File: src/rtl/cpu_pkg.sv
// rtl/cpu_pkg.sv - shared opcode, state and datapath-select encodings for the multi-cycle control unit
package cpu_pkg;

    typedef enum logic [6:0] {
        OP_LOAD   = 7'b0000011,
        OP_STORE  = 7'b0100011,
        OP_RTYPE  = 7'b0110011,
        OP_BRANCH = 7'b1100011,
        OP_IALU   = 7'b0010011
    } opcode_t;

    typedef enum logic [3:0] {
        RESET_S  = 4'd0,
        FETCH    = 4'd1,
        DECODE   = 4'd2,
        MEMADR   = 4'd3,
        MEMREAD  = 4'd4,
        MEMWB    = 4'd5,
        MEMWRITE = 4'd6,
        EXEC_R   = 4'd7,
        ALUWB    = 4'd8,
        BRANCH   = 4'd9,
        EXEC_I   = 4'd10,
        TRAP     = 4'd11
    } ctrl_state_t;

    typedef enum logic [1:0] {
        ALU_ADD   = 2'b00,
        ALU_SUB   = 2'b01,
        ALU_FUNCT = 2'b10
    } alu_op_t;

    typedef enum logic [1:0] {
        SRC_A_PC     = 2'b00,
        SRC_A_OLD_PC = 2'b01,
        SRC_A_RS1    = 2'b10
    } src_a_t;

    typedef enum logic [1:0] {
        SRC_B_RS2  = 2'b00,
        SRC_B_IMM  = 2'b01,
        SRC_B_FOUR = 2'b10
    } src_b_t;

    typedef enum logic [1:0] {
        RES_ALU_OUT    = 2'b00,
        RES_MEM_DATA   = 2'b01,
        RES_ALU_DIRECT = 2'b10
    } result_src_t;

    // fetch marks the state in which a ready memory beat loads IR and advances PC
    typedef struct packed {
        logic        fetch;
        logic        adr_src;
        logic        mem_read;
        logic        mem_write;
        src_a_t      alu_src_a;
        src_b_t      alu_src_b;
        alu_op_t     alu_op;
        result_src_t result_src;
        logic        reg_write;
        logic        branch;
        logic        trap;
    } ctrl_out_t;

    function automatic ctrl_out_t ctrl_decode(ctrl_state_t s);
        ctrl_out_t o;
        o = '0;
        case (s)
            FETCH: begin
                o.fetch      = 1'b1;
                o.mem_read   = 1'b1;
                o.alu_src_a  = SRC_A_PC;
                o.alu_src_b  = SRC_B_FOUR;
                o.alu_op     = ALU_ADD;
                o.result_src = RES_ALU_DIRECT;
            end
            DECODE: begin
                o.alu_src_a = SRC_A_OLD_PC;
                o.alu_src_b = SRC_B_IMM;
                o.alu_op    = ALU_ADD;
            end
            MEMADR: begin
                o.alu_src_a = SRC_A_RS1;
                o.alu_src_b = SRC_B_IMM;
                o.alu_op    = ALU_ADD;
            end
            MEMREAD: begin
                o.mem_read = 1'b1;
                o.adr_src  = 1'b1;
            end
            MEMWB: begin
                o.result_src = RES_MEM_DATA;
                o.reg_write  = 1'b1;
            end
            MEMWRITE: begin
                o.mem_write = 1'b1;
                o.adr_src   = 1'b1;
            end
            EXEC_R: begin
                o.alu_src_a = SRC_A_RS1;
                o.alu_src_b = SRC_B_RS2;
                o.alu_op    = ALU_FUNCT;
            end
            EXEC_I: begin
                o.alu_src_a = SRC_A_RS1;
                o.alu_src_b = SRC_B_IMM;
                o.alu_op    = ALU_FUNCT;
            end
            ALUWB: begin
                o.result_src = RES_ALU_OUT;
                o.reg_write  = 1'b1;
            end
            BRANCH: begin
                o.alu_src_a  = SRC_A_RS1;
                o.alu_src_b  = SRC_B_RS2;
                o.alu_op     = ALU_SUB;
                o.branch     = 1'b1;
                o.result_src = RES_ALU_OUT;
            end
            TRAP: o.trap = 1'b1;
            default: o = '0;
        endcase
        return o;
    endfunction

endpackage

File: src/rtl/ctrl_wait_timer.sv
// rtl/ctrl_wait_timer.sv - saturating memory wait counter that flags when the wait budget is used up
module ctrl_wait_timer #(
    parameter int MEM_TIMEOUT = 16,
    parameter int TIMER_W     = $clog2(MEM_TIMEOUT + 1)
) (
    input  logic clk,
    input  logic rst_n,
    input  logic clear,
    input  logic inc,
    output logic expired
);

    localparam logic [TIMER_W-1:0] LIMIT = TIMER_W'(MEM_TIMEOUT);

    logic [TIMER_W-1:0] count;

    always_ff @(posedge clk or negedge rst_n) begin
        if (!rst_n) begin
            count <= '0;
        end else if (clear) begin
            count <= '0;
        end else if (inc && (count != LIMIT)) begin
            count <= count + TIMER_W'(1);
        end
    end

    assign expired = (count == LIMIT);

endmodule

File: src/rtl/multicycle_controller.sv
// rtl/multicycle_controller.sv - multi-cycle control FSM; CTRL_IMM_ALU_EN adds the EXEC_I immediate-ALU path
module multicycle_controller
    import cpu_pkg::*;
#(
    parameter int MEM_TIMEOUT = 16,
    parameter int TIMER_W     = $clog2(MEM_TIMEOUT + 1)
) (
    input  logic       clk,
    input  logic       rst_n,
    input  logic [6:0] opcode,
    input  logic       zero,
    input  logic       mem_ready,
    output logic       pc_en,
    output logic       ir_write,
    output logic       adr_src,
    output logic       mem_read,
    output logic       mem_write,
    output logic [1:0] alu_src_a,
    output logic [1:0] alu_src_b,
    output logic [1:0] alu_op,
    output logic [1:0] result_src,
    output logic       reg_write,
    output logic       trap,
    output logic [3:0] state_o
);

    ctrl_state_t state;
    ctrl_state_t state_next;
    ctrl_out_t   outs;
    logic        op_store;
    logic        wait_state;
    logic        timer_clear;
    logic        timer_inc;
    logic        timer_expired;
    logic        pc_write;

    assign wait_state = (state == FETCH) || (state == MEMREAD) || (state == MEMWRITE);

    always_comb begin
        state_next = state;
        case (state)
            RESET_S: state_next = FETCH;
            FETCH: begin
                if (mem_ready)          state_next = DECODE;
                else if (timer_expired) state_next = TRAP;
            end
            DECODE: begin
                case (opcode)
                    OP_LOAD, OP_STORE: state_next = MEMADR;
                    OP_RTYPE:          state_next = EXEC_R;
                    OP_BRANCH:         state_next = BRANCH;
`ifdef CTRL_IMM_ALU_EN
                    OP_IALU:           state_next = EXEC_I;
`endif
                    default:           state_next = TRAP;
                endcase
            end
            MEMADR: state_next = op_store ? MEMWRITE : MEMREAD;
            MEMREAD: begin
                if (mem_ready)          state_next = MEMWB;
                else if (timer_expired) state_next = TRAP;
            end
            MEMWB: state_next = FETCH;
            MEMWRITE: begin
                if (mem_ready)          state_next = FETCH;
                else if (timer_expired) state_next = TRAP;
            end
            EXEC_R: state_next = ALUWB;
`ifdef CTRL_IMM_ALU_EN
            EXEC_I: state_next = ALUWB;
`endif
            ALUWB:  state_next = FETCH;
            BRANCH: state_next = FETCH;
            TRAP:   state_next = TRAP;
            default: state_next = TRAP;
        endcase
    end

    // Every transition clears the counter, so it always starts at 0 on entry to a wait state.
    assign timer_clear = (state_next != state);
    assign timer_inc   = wait_state && !mem_ready;

    ctrl_wait_timer #(
        .MEM_TIMEOUT (MEM_TIMEOUT),
        .TIMER_W     (TIMER_W)
    ) u_wait_timer (
        .clk     (clk),
        .rst_n   (rst_n),
        .clear   (timer_clear),
        .inc     (timer_inc),
        .expired (timer_expired)
    );

    // Outputs are registered from the next state, so they always equal the decode of the current state.
    always_ff @(posedge clk or negedge rst_n) begin
        if (!rst_n) begin
            state    <= RESET_S;
            outs     <= '0;
            op_store <= 1'b0;
        end else begin
            state <= state_next;
            outs  <= ctrl_decode(state_next);
            if (state == DECODE) begin
                op_store <= (opcode == OP_STORE);
            end
        end
    end

    // IR load and PC advance happen only on the beat where fetch data is actually valid.
    assign pc_write   = outs.fetch & mem_ready;
    assign ir_write   = outs.fetch & mem_ready;
    assign pc_en      = pc_write | (outs.branch & zero);
    assign adr_src    = outs.adr_src;
    assign mem_read   = outs.mem_read;
    assign mem_write  = outs.mem_write;
    assign alu_src_a  = outs.alu_src_a;
    assign alu_src_b  = outs.alu_src_b;
    assign alu_op     = outs.alu_op;
    assign result_src = outs.result_src;
    assign reg_write  = outs.reg_write;
    assign trap       = outs.trap;
    assign state_o    = state;

endmodule

File: config.mk
export PLATFORM = sky130hd
export DESIGN_NAME = multicycle_controller
export DESIGN_NICKNAME = d
export VERILOG_FILES = /design/src/rtl/cpu_pkg.sv /design/src/rtl/ctrl_wait_timer.sv /design/src/rtl/multicycle_controller.sv
export SDC_FILE = /design/constraint.sdc
export NUM_CORES = 1
export LEC_CHECK = 0
export ABC_AREA = 1
export CAP_MARGIN = 20
export CORE_MARGIN = 3
export CORE_UTILIZATION = 51
export CTS_CLUSTER_DIAMETER = 40
export CTS_CLUSTER_SIZE = 16
export DETAILED_ROUTE_END_ITERATION = 8
export PLACE_DENSITY = 0.82
export SETUP_SLACK_MARGIN = 0.1
export SLEW_MARGIN = 25
export SYNTH_ARGS = -nofsm -noshare
export SYNTH_HDL_FRONTEND = slang
export SYNTH_HIERARCHICAL = 1
export SYNTH_SLANG_ARGS = --single-unit
export TNS_END_PERCENT = 50
File: constraint.sdc
create_clock -name clk -period 2.3 [get_ports clk]
set_input_delay 0.345 -clock clk [delete_from_list [all_inputs] [get_ports clk]]
set_output_delay 0.345 -clock clk [all_outputs]
set_load 0.01 [all_outputs]
==> results.sh <==
export IMPL_clk_path_buf_depth=2
export IMPL_dpl_cell_area_mm2=0.00176
export IMPL_drive_gt1_frac=0.172
export IMPL_ir_drop_v=0.000291
export IMPL_die_y_um=59.4
export IMPL_critPathKind="flop to flop"
export IMPL_grt_pass1_wl_um=5280
export IMPL_via_per_inst=5.16
export IMPL_status="completed"
export IMPL_reg2reg_to="u_wait_timer/count[3]"
export IMPL_rr_startpoint="u_wait_timer/count[0]"
export IMPL_diodes=0
export IMPL_fin_crit_sh=0.910
export IMPL_cp_required_ns=2.50
export IMPL_avgRoutedWirePerCell_um=12.0
export IMPL_yosysWarnings=6
export IMPL_final_area_mm2=0.00183
export IMPL_fin_util=0.706
export IMPL_ant_nets=0
export IMPL_max_slew_margin=0.802
export IMPL_cp_startpoint="u_wait_timer/count[0]"
export IMPL_fill_cells=231
export IMPL_avgSynthCellArea_um2=7.10
export IMPL_die_x_um=59.4
export IMPL_postCtsHoldBufs=0
export IMPL_startpoint_type="flop"
export IMPL_track_usage=0.197
export IMPL_drc=0
export IMPL_ios=30
export IMPL_leakage_nw=0.919
export IMPL_p_per_area_mw_per_mm2=345
export IMPL_ys_seq_elements=23
export IMPL_syn_inst=205
export IMPL_clk_pin_slew_ns=0.13
export IMPL_syn_nets=218
export IMPL_via_count=1383
export IMPL_cpPeakStageDelay_ns=0.40
export IMPL_r2r_cells=18
export IMPL_synth_main_ff_cell="dfrtp_1"
export IMPL_setup_viol=0
export IMPL_cts_tree="built"
export IMPL_cts_root_buf="clkbuf_4"
export IMPL_port_buffers=29
export IMPL_reg2reg_slack_ns=0.21
export IMPL_critPathMostFrequentCell="nand2_1"
export IMPL_antenna_found_initial=0
export IMPL_holdWs_ns=0.374
export IMPL_cts_sinks=23
export IMPL_worst_pin_slew_ns=0.298
export IMPL_yosysSeqAreaShare=0.395
export IMPL_rsz0062_at_grt="no"
export IMPL_fmax_mhz=478
export IMPL_synth_cell_types=27
export IMPL_finalWirelength_um=3220
export IMPL_cpMaxStageDelayCell="dfrtp_1"
export IMPL_cts_buffers=3
export IMPL_drt_pass1_iter_count=5
export IMPL_worstSetupEndpointType="flop"
export IMPL_h_tree_depth=1
export IMPL_cp_arrival_ns=2.29
export IMPL_skew_ns=0.00911
export IMPL_clk_latency_ns=0.31
export IMPL_fin_nets=252
export IMPL_drt_initial_drc_count=92
export IMPL_die_area_mm2=0.00353
export IMPL_final_hold_viol_count=0
export IMPL_path_cells="inv_2 > ha_1 > nand2_1 > inv_1 > nand2_4 > inv_2 > nor2_1 > nor2_1 > nand2_1 > nand2_1 > nor2_1 > nand3_1 > nor2_1 > nand3_4 > inv_8 > nand2_4 > nand2_1 > nand2_1"
export IMPL_fin_tns_setup_ns=0
export IMPL_place_congestion=0.936
export IMPL_maxCapViolCount=0
export IMPL_area_delta_synth_final_pct=25.6
export IMPL_dp_hpwl_um=2500
export IMPL_finalPower_mw=0.631
export IMPL_async_reset_ff_frac=1.00
export IMPL_core_area_mm2=0.00259
export IMPL_overflow=0
export IMPL_syn_area_mm2=0.00146
export IMPL_slew_viol_final=0
export IMPL_min_period_ns=2.09
export IMPL_path_max_fanout=6
export IMPL_start_util=0.562
export IMPL_synth_edf_count=0
export IMPL_grt_max_degree=24
export IMPL_rows=18
export IMPL_hold_path_class="input pin to async pin"
export IMPL_grt_pass1_vias=1244
-- synthesized netlist by cell type (2+ instances only) --
cell type | n | share of area
a21oi_2 | 2 | 0.012
buf_4 | 8 | 0.041
dfrtp_1 | 23 | 0.40
ha_1 | 2 | 0.017
inv_1 | 27 | 0.070
inv_2 | 5 | 0.013
nand2_1 | 53 | 0.14
nand2_2 | 5 | 0.021
nand2_4 | 2 | 0.015
nand3_1 | 15 | 0.052
nand4_1 | 5 | 0.021
nor2_1 | 33 | 0.085
nor2_2 | 4 | 0.017
nor3_1 | 2 | 0.0069
o21ai_0 | 4 | 0.014
o21ai_1 | 3 | 0.010
o21ai_2 | 2 | 0.012
-- flip-flops by register name (all words and copies together) (netlist names), 2 cells and up --
name,flops
state_o,4
u_wait_timer/count,5
alu_src_b,2
alu_op,2
alu_src_a,2
-- kinds of logic (layout without fill, tap and decap cells) --
kind of cell / count (synthesis) / after routing / share of synthesized area
XOR/XNOR: 1 / 1 / 0.00601
AND/OR/NAND/NOR: 123 / 123 / 0.380
adder cells (fa/ha/maj): 2 / 2 / 0.0172
flip-flops: 23 / 23 / 0.395
AO/OA/AOI/OAI: 15 / 15 / 0.0662
buffers and inverters: 41 / 74 / 0.136
-- cell usage in the layout, fill, tap and decap left out, types with 2 or more instances in the layout --
| cell type | netlist | routed |
|---|---|---|
| nor2_1 | 33 | 32 |
| clkdlybuf4s50_1 | 0 | 29 |
| nand3_2 | 1 | 2 |
| nand4_1 | 5 | 5 |
| nand3_1 | 15 | 13 |
| nor2_2 | 4 | 5 |
| nand2_2 | 5 | 4 |
| o21ai_0 | 4 | 3 |
| o21ai_2 | 2 | 2 |
| a21oi_2 | 2 | 2 |
| inv_2 | 5 | 9 |
| clkbuf_4 | 0 | 3 |
| ha_1 | 2 | 2 |
| nand2_4 | 2 | 3 |
| buf_4 | 8 | 8 |
| inv_1 | 27 | 23 |
| nor3_1 | 2 | 2 |
| dfrtp_1 | 23 | 23 |
| o21ai_1 | 3 | 4 |
| nand2_1 | 53 | 53 |
-- cell type report --
type                            count  area [um2]  share of cell area
Multi-Input combinational cell    141         708               0.387
Tap cell                           30        37.5              0.0205
Inverter                           33         131              0.0718
Timing Repair Buffer               37         350               0.192
Clock buffer                        4        26.3              0.0144
Sequential cell                    23         576               0.315
-- repair_timing --
action	4_1_cts	5_1_grt
setup endpoints to repair	5	5
pin swaps	0	2
gates resized for setup	1	10
setup buffers	2	1
-- through the flow --
stage,cells,setup WS [ns]
6_report,268,0.207
3_3_place_gp,261,0.0690
3_5_place_dp,261,0.0333
2_1_floorplan,205,0.197
5_1_grt,268,0.0511
4_1_cts,267,0.133
-- per-layer routing --
metal / part of all wire / GRT usage / vias to the layer above / routed length (um)
met5: 0 / 0 / - / 0
met4: 0.027 / 0.0712 / 0 / 88
met3: 0.078 / 0.0305 / 10 / 250
met2: 0.48 / 0.332 / 64 / 1560
met1: 0.41 / 0.254 / 612 / 1320
li1: - / - / 697 / -
-- critical path, delay by kind of cell (launching register included) --
family | cells | cell delay [ns]
and+or+nand+nor | 13 | 1.11
DFF | 1 | 0.40
adders and majority gates | 1 | 0.19
buffers and inverters | 4 | 0.27
-- worst max path at each step --
stage	endpoint	depth (start not counted)
6_report	u_wait_timer/count[3]	18
5_1_grt	u_wait_timer/count[3]	20
4_1_cts	u_wait_timer/count[3]	20
3_5_place_dp	u_wait_timer/count[3]	18
3_3_place_gp	u_wait_timer/count[1]	18
2_1_floorplan	u_wait_timer/count[0]	18
-- report_power, final --
group	internal, mW	total [mW]	switching (mW)
clock	0.0676	0.186	0.118
combinational	0.0206	0.0409	0.0203
sequential	0.404	0.404	0
Power figures use the tool's default switching activity.
